`config.mk`:
```
export PLATFORM = sky130hd
export DESIGN_NAME = ece178_led_pio_blink
export DESIGN_NICKNAME = d
export VERILOG_FILES = /design/src/rtl/ece178_led_pio_blink.sv
export SDC_FILE = /design/constraint.sdc
export NUM_CORES = 1
export LEC_CHECK = 0
export BUFFER_PORTS_ARGS = -buffer_cell sky130_fd_sc_hd__buf_2
export CAP_MARGIN = 10
export CORE_ASPECT_RATIO = 1.4
export CORE_UTILIZATION = 51
export CTS_CLUSTER_SIZE = 25
export DETAILED_ROUTE_END_ITERATION = 7
export GPL_TIMING_DRIVEN = 0
export HOLD_SLACK_MARGIN = 0.02
export MAX_ROUTING_LAYER = met4
export PLACE_DENSITY_LB_ADDON = 0.08
export SKIP_LAST_GASP = 1
export SLEW_MARGIN = 10
export SYNTH_ARGS = -nofsm -noshare
export SYNTH_HDL_FRONTEND = slang
export SYNTH_SLANG_ARGS = --single-unit
export TNS_END_PERCENT = 50
```
`constraint.sdc`:
```
create_clock -name clk -period 3.7 [get_ports clk]
set_input_delay 0.37 -clock clk [delete_from_list [all_inputs] [get_ports clk]]
set_output_delay 0.37 -clock clk [all_outputs]
set_load 0.01 [all_outputs]
```
`src/rtl/ece178_led_pio_blink.sv`:
```
// Avalon-MM output PIO with atomic set/clear, per-bit blink mode and a
// programmable blink half-period shared by all blinking bits.
module ece178_led_pio_blink #(
  parameter int unsigned WIDTH       = 9,
  parameter logic [31:0] RESET_VALUE = 32'h0,
  parameter int unsigned PRESCALE_W  = 24
) (
  input  logic             clk,
  input  logic             reset_n,
  input  logic [2:0]       address,
  input  logic             chipselect,
  input  logic             write_n,
  input  logic [31:0]      writedata,
  output logic [31:0]      readdata,
  output logic [WIDTH-1:0] out_port
);

  localparam logic [WIDTH-1:0]      ResetData = RESET_VALUE[WIDTH-1:0];
  localparam logic [PRESCALE_W-1:0] CountOne  = PRESCALE_W'(1);

  localparam logic [2:0] AddrData   = 3'd0;
  localparam logic [2:0] AddrMode   = 3'd1;
  localparam logic [2:0] AddrPeriod = 3'd2;
  localparam logic [2:0] AddrSet    = 3'd3;
  localparam logic [2:0] AddrClear  = 3'd4;
  localparam logic [2:0] AddrStatus = 3'd5;

  logic [WIDTH-1:0]      data_q, data_d;
  logic [WIDTH-1:0]      mode_q, mode_d;
  logic [PRESCALE_W-1:0] period_q, period_d;
  logic [PRESCALE_W-1:0] count_q, count_d;
  logic                  phase_q, phase_d;

  logic                  wr_en;
  logic                  period_wr;
  logic [63:0]           status_wide;
  logic                  unused_bits;

  assign wr_en     = chipselect & ~write_n;
  assign period_wr = wr_en && (address == AddrPeriod);

  // Register-file next state; one write per cycle, so no collisions to resolve.
  always_comb begin
    data_d   = data_q;
    mode_d   = mode_q;
    period_d = period_q;
    if (wr_en) begin
      case (address)
        AddrData:   data_d   = writedata[WIDTH-1:0];
        AddrMode:   mode_d   = writedata[WIDTH-1:0];
        AddrPeriod: period_d = writedata[PRESCALE_W-1:0];
        AddrSet:    data_d   = data_q | writedata[WIDTH-1:0];
        AddrClear:  data_d   = data_q & ~writedata[WIDTH-1:0];
        default:    ;
      endcase
    end
  end

  // Blink engine: a PERIOD write restarts the half-period ahead of any wrap.
  always_comb begin
    count_d = count_q;
    phase_d = phase_q;
    if (period_wr || (period_q == '0)) begin
      count_d = '0;
      phase_d = 1'b1;
    end else if (count_q == period_q - CountOne) begin
      count_d = '0;
      phase_d = ~phase_q;
    end else begin
      count_d = count_q + CountOne;
    end
  end

  // State registers with asynchronous active-low reset.
  always_ff @(posedge clk or negedge reset_n) begin
    if (!reset_n) begin
      data_q   <= ResetData;
      mode_q   <= '0;
      period_q <= '0;
      count_q  <= '0;
      phase_q  <= 1'b1;
    end else begin
      data_q   <= data_d;
      mode_q   <= mode_d;
      period_q <= period_d;
      count_q  <= count_d;
      phase_q  <= phase_d;
    end
  end

  // STATUS packs {counter, phase}; anything past bit 31 is dropped.
  assign status_wide = 64'({count_q, phase_q});

  // Combinational read mux, zero-extended, no side effects.
  always_comb begin
    readdata = 32'h0;
    case (address)
      AddrData:   readdata = 32'(data_q);
      AddrMode:   readdata = 32'(mode_q);
      AddrPeriod: readdata = 32'(period_q);
      AddrStatus: readdata = status_wide[31:0];
      default:    readdata = 32'h0;
    endcase
  end

  // Output drive built only from registered terms.
  assign out_port = data_q & (~mode_q | {WIDTH{phase_q}});

  // Upper writedata bits and high status bits are intentionally discarded.
  assign unused_bits = ^{writedata, status_wide[63:32]};

endmodule

```
# ---- Yosys cells after proc, flatten, opt, wreduce, memory -nomap -nowiden
# Index checks and enable logic that the tools add are counted.
dict set report totals {
  in_bits 39
  output_inout_bits 41
  latchBits 0
  rom_bits 0
  elab_cells 37
  memories 0
  ff_bits 67
  ramBits 0
}
dict set report op_classes {
  add_sub_neg 2
  multipliers 0
  div_mod_pow 0
  muxes 6
  order_cmp 0
  eq_ne 6
  bitwise_logic 9
  shift 0
  reduce_logical 9
}
# cell n
set ops {}
lappend ops {{$pmux W25 S4} 1}
lappend ops {{$mux W24} 2}
lappend ops {{$pmux W9 S3} 1}
lappend ops {{$add A24 B1 Y24 const B} 1}
lappend ops {{$eq A24 B24 Y1} 1}
lappend ops {{$logic_not A24 Y1} 1}
lappend ops {{$sub A24 B1 Y24 const B} 1}
lappend ops {{$and A9 B9 Y9} 2}
lappend ops {{$not A9 Y9} 2}
lappend ops {{$or A9 B9 Y9} 2}
lappend ops {{$eq A3 B2 Y1 const B} 2}
lappend ops {{$eq A3 B3 Y1 const B} 2}
lappend ops {{$reduce_and A2 Y1} 3}
lappend ops {{$eq A3 B1 Y1 const B} 1}
lappend ops {{$logic_not A3 Y1} 1}
lappend ops {{$reduce_bool A3 Y1} 1}
lappend ops {{$mux W1} 2}
lappend ops {{$not A1 Y1} 2}
lappend ops {{$reduce_bool A2 Y1} 1}
lappend ops {{$and A1 B1 Y1} 1}
lappend ops {{$logic_and A1 B1 Y1} 1}
lappend ops {{$logic_or A1 B1 Y1} 1}

# ---- Longest topological paths before layout
dict set report depth {
  depth_word 5
  mapped_depth 11
  depth_no_buf 9
}

# ---- Least setup slack after synthesis
# No wires, ideal clock.
dict set report synth_path {
  path_kind {reg2reg}
  start {reg period_q[0]}
  end {reg count_q[4]}
  path_stages_with_launch 12
  setup_slack_ps 213
  required_time_ps 3537
  path_buffers 2
  synth_period_minus_slack_ps 3487
  arrival_time_ps 3324
  setup_time_ps 163
  cell_sequence {dfrtp_1 inv_1 ha_1 or4b_4 or4_1 buf_2 or4_4 a2111oi_4 o22ai_1 a2111oi_4 buf_6 nor3_2}
}
dict set report synth_between {
  elab_chain_cells 4
  elab_cells_between_ends 6
  cone_classes {add/sub: 1; eq/ne: 1; mux: 2; reduce/logical: 2}
}
# element line
set synth_lines {}
lappend synth_lines {{start: declaration} 30} ;# logic [PRESCALE_W-1:0] period_q, period_d;
lappend synth_lines {{start signal: assignment} 85} ;# period_q <= period_d;
lappend synth_lines {{$sub A24 B1 Y24} 66} ;# end else if (count_q == period_q - CountOne) begin
lappend synth_lines {{$eq A24 B24 Y1} 66}
lappend synth_lines {{$mux W24} 66}
lappend synth_lines {{$mux W24 *} 63} ;# if (period_wr || (period_q == '0)) begin
lappend synth_lines {{named net count_d[4]} 31} ;# logic [PRESCALE_W-1:0] count_q, count_d;
lappend synth_lines {{end signal: assignment} 86} ;# count_q <= count_d;
lappend synth_lines {{end: declaration} 31}
# Mark *: on every way through the listed nets, which the timed path passes. The rest lies on a longest branch.
# A chain may end at the register's enable or synchronous reset.

# ---- Worst setup path after layout
dict set report layout_path {
  start {reg period_q[0]}
  end {reg count_q[10]}
}
# Same word-level chain as after synthesis.

==> impl_summary.txt <==
----------------------------------------------------
[Outcome]
  Status ... finished, final reports clean

[Floorplan]
  Die width ... approximately 80 um
  Effective utilization at floorplan ... 0.533
  I/O Pins ... 80
  Core Area ... 0.00866 mm2
  Standard-cell row count ... 40
  Die Ht ... approximately 110 um
  Die outline area ... ~0.0094 mm2

[Worst setup path]
  Arrival time of the worst setup path ... roughly 3.8 ns
  Required time at the endpoint of the critical path ... around 4 ns
  Nature of the critical path startpoint ... flop
  Kind of end point of the critical path ... flop
  Beginning of the worst register-to-register path ... period_q[0]
  Max Fanout on Critical Path ... 7
  Critical register-to-register path endpoint ... count_q[10]
  Worst Setup SP ... period_q[0]
  R2r setup slk ... around 0.11 ns
  Crit Path Class ... flop to flop
  Worst reg2reg path depth ... 12

[Yosys]
  Seq/Total Area, Yosys ... 0.364
  Top flip-flop cell by instance count after synthesis ... sky130_fd_sc_hd__dfrtp_1
  Synthesis warning total ... 0
  Commonest cells post-synth ... sky130_fd_sc_hd__dfrtp_1, sky130_fd_sc_hd__mux2_2, sky130_fd_sc_hd__clkbuf_1, sky130_fd_sc_hd__nor2_1, sky130_fd_sc_hd__a22o_1
  Async S/R FF share, synth ... 1.00
  Synth top area share ... 0.358
  Combined area of all synthesized cells ... 0.00461 mm2
  Number of storage elements in the synthesis netlist ... between 60 and 70
  Most common cell in the netlist ... sky130_fd_sc_hd__dfrtp_1
  Mapped Cells ... 474
  Library cells used by synthesis ... 60
  Library cell occupying the most area in the post-synthesis netlist ... sky130_fd_sc_hd__dfrtp_1
  Mean instance size in the synthesized netlist ... 9.73 um2
  Number of flops mapped to enable cells by yosys ... 0
  Area contributors post-synth ... sky130_fd_sc_hd__dfrtp_1, sky130_fd_sc_hd__mux2_2, sky130_fd_sc_hd__a22o_1

[Power]
  Internal Pwr Total ... ~0.0018 W
  Pwr Density ... around 500 mW/mm2
  Power spent charging and discharging nets ... 0.000990 W
  Post-layout total power ... 0.00276 W
  Sw Share ... 0.358
  IR Drop Worst-Case VDD ... 0.000338 V
  Part of the power in registers ... 0.388
  Leakage power figure ... 2.47 nW
  Clock network fraction of design power ... 0.282
  Gate power share ... 0.330

[STA]
  Skew final ... about 0.01 ns
  Setup total negative slack ... 0 ns
  Number of hold-slack violations in the final timing report ... 0
  Final worst-path cycle share ... 0.971
  Final Setup Violations ... 0
  Worst-case headroom to the max-slew limit ... 0.196
  Fin. max-slew vios ... 0
  Top achievable clock speed ... 278 MHz
  Clock period minus final worst setup slack ... roughly 3.6 ns
  Transition time at the pin with the least slew margin ... 1.20 ns

[Routing]
  Detailed Route WL ... 11900 um
  Routed vias ... 3973
  Per-cell routed wire length ... 17.7 um
  First DRT Iteration DRCs ... 290
  DRC violation count after routing ... 0
  Drt pass-1 iters ... 8
  Total met3 wirelength after detailed routing ... 402 um
  Via/cell ratio ... approximately 5.9
  Met2 wire length ... approximately 6200 um
  Highest Signal Layer ... met4
  Routed met1 length ... between 4000 and 5000 um
  Number of nets with antenna violations after routing ... 0

[Cells and area]
  Sequential cell area ... 0.00168 mm2
  Antenna diode count ... 0
  Area of combinational cells with multiple inputs ... 0.00276 mm2
  # nets final ... roughly 610
  Area delta synth->final ... 19.3%
  Fraction of layout instances using a drive strength above 1 ... 0.292
  Filler Cells Inserted ... roughly 780

[Global routing]
  GRT overflow ... 0
  Via count of the first global-routing pass ... around 4000
  Maximum number of pins on one net before global-route repair ... 46
  Total GRT Usage ... 0.281
  Wire length of the first global-routing pass ... 19100 um
  Antenna violations before repair ... 0

[CTS]
  Reg clk slew, reported paths ... 0.06 ns
  Clock tree root driver cell ... sky130_fd_sc_hd__clkbuf_16
  Number of buffers inserted during clock tree synthesis ... 9
  Maximum number of buffers from clock root to sink ... 2
  Clock tree from TritonCTS ... built
  H-tree lvl count ... 3
  Insertion delay of the later-clocked pin in the worst-skew pair ... 0.34 ns
  Clock Sinks ... 67

[Min path]
  End of the worst hold path ... period_q[16]
  Startpoint of the most critical hold path ... writedata[16]
  Cell depth of the worst min-delay path ... 2
  Type of the most critical hold path ... input pin to flop

[Placement]
  Post-DP HPWL ... 8880 um
  Buffers added on ports ... 64
  Routability Congestion ... 0.905

[Run]
  Number of violations of the max-capacitance limit ... 0

----------------------------------------------------
power by group through the flow:
stage / clock (W) / sequential [W] / combinational, W
3_5_place_dp: 0 / 0.00108 / 0.000870
5_1_grt: 0.000822 / 0.00110 / 0.00101
6_report: 0.000780 / 0.00107 / 0.000912
4_1_cts: 0.000794 / 0.00107 / 0.000886
2_1_floorplan: 0 / 0.00102 / 0.000658
3_3_place_gp: 0 / 0.00107 / 0.000841
cell families (layout without fill, tap and decap cells):
| logic type | count (synthesis) | in the layout | synth area share |
|---|---|---|---|
| simple gates | 156 | 156 | 0.209 |
| compound gates | 105 | 105 | 0.175 |
| flops | 67 | 67 | 0.364 |
| buf+inv | 53 | 142 | 0.0529 |
| xor+xnor | 45 | 45 | 0.0855 |
| mux | 45 | 45 | 0.107 |
| fa+ha+maj | 2 | 2 | 0.00543 |
| other cells | 1 | 7 | 0.000813 |
layer usage:
| layer | track usage | vias to the layer above |
|---|---|---|
| met4 | 0.139 | 0 |
| met3 | 0.0478 | 28 |
| li1 | - | 1933 |
| met2 | 0.479 | 107 |
| met5 | - | - |
| met1 | 0.310 | 1905 |
worst max path at each step:
stage          depth (start not counted)  slack [ns]          end
6_report                              12        0.11  count_q[10]
5_1_grt                               12       -0.01  count_q[10]
2_1_floorplan                         11        0.21   count_q[4]
4_1_cts                               12        0.03  count_q[15]
3_3_place_gp                           8       -0.24   count_q[7]
3_5_place_dp                           8       -0.28   count_q[9]
critical path, cell delays in order, from the launching register on:
cell                        delay [ns]
sky130_fd_sc_hd__dfrtp_2          0.43
sky130_fd_sc_hd__inv_2            0.10
sky130_fd_sc_hd__ha_4             0.16
sky130_fd_sc_hd__or4b_4           0.47
sky130_fd_sc_hd__or4_1            0.40
sky130_fd_sc_hd__buf_2            0.18
sky130_fd_sc_hd__or4_4            0.50
sky130_fd_sc_hd__a2111oi_4        0.42
sky130_fd_sc_hd__o22ai_2          0.16
sky130_fd_sc_hd__a2111oi_4        0.22
sky130_fd_sc_hd__buf_4            0.19
sky130_fd_sc_hd__buf_4            0.17
sky130_fd_sc_hd__nor3_2           0.05
cell type report:
type                            count  area share
Buffer                             38      0.0348
Clock buffer                       11      0.0423
Clock inverter                      5     0.00728
Inverter                           15      0.0102
Multi-Input combinational cell    360       0.501
Sequential cell                    67       0.306
Tap cell                          105      0.0239
Timing Repair Buffer               73      0.0751
placed cells by master, fill, tap and decap left out, types with 9 or more instances in the layout:
cell type                   netlist  final
sky130_fd_sc_hd__o21ai_0         22     22
sky130_fd_sc_hd__dfrtp_1         66     64
sky130_fd_sc_hd__clkbuf_1        25     27
sky130_fd_sc_hd__a21boi_0         9      9
sky130_fd_sc_hd__nand3_1         15     15
sky130_fd_sc_hd__nor2_1          25     25
sky130_fd_sc_hd__buf_4            7     15
sky130_fd_sc_hd__a21oi_1         13     13
sky130_fd_sc_hd__mux2_2          33     33
sky130_fd_sc_hd__inv_1           15     13
sky130_fd_sc_hd__xor2_1          23     23
sky130_fd_sc_hd__nor3_2          20     20
sky130_fd_sc_hd__xnor2_1         22     22
sky130_fd_sc_hd__a222oi_1         9      9
sky130_fd_sc_hd__nand2_1         20     20
sky130_fd_sc_hd__mux2i_1         12     12
sky130_fd_sc_hd__a22o_1          24     24
sky130_fd_sc_hd__buf_2            3     66
sky130_fd_sc_hd__clkbuf_16        0      9
stage by stage:
step	setup WS (ns)	util	hold WS (ns)	cells	cell area (um2)
floorplan	0.213	-	0.0744	480	4630
global placement	-0.240	0.587	0.513	649	5080
detailed placement	-0.279	0.591	0.298	650	5110
CTS	0.0292	0.630	0.256	671	5450
global route	-0.0110	0.635	0.262	674	5500
finish	0.108	0.635	0.264	674	5500
state kept, by name, indices dropped and copies added (netlist names):
signal and count:
mode_q 9, period_q 24, phase_q 1, data_q 9, count_q 24
repair_timing:
action | CTS | global route
pin swaps | 3 | 3
hold buffers | 1 | 0
cloned | 1 | 0
setup endpoints to repair | 22 | 25
buffers inserted | 3 | 3
endpoints found under the hold margin | 22 | 0
gates resized for setup | 8 | 4
Power figures use the tool's default switching activity.
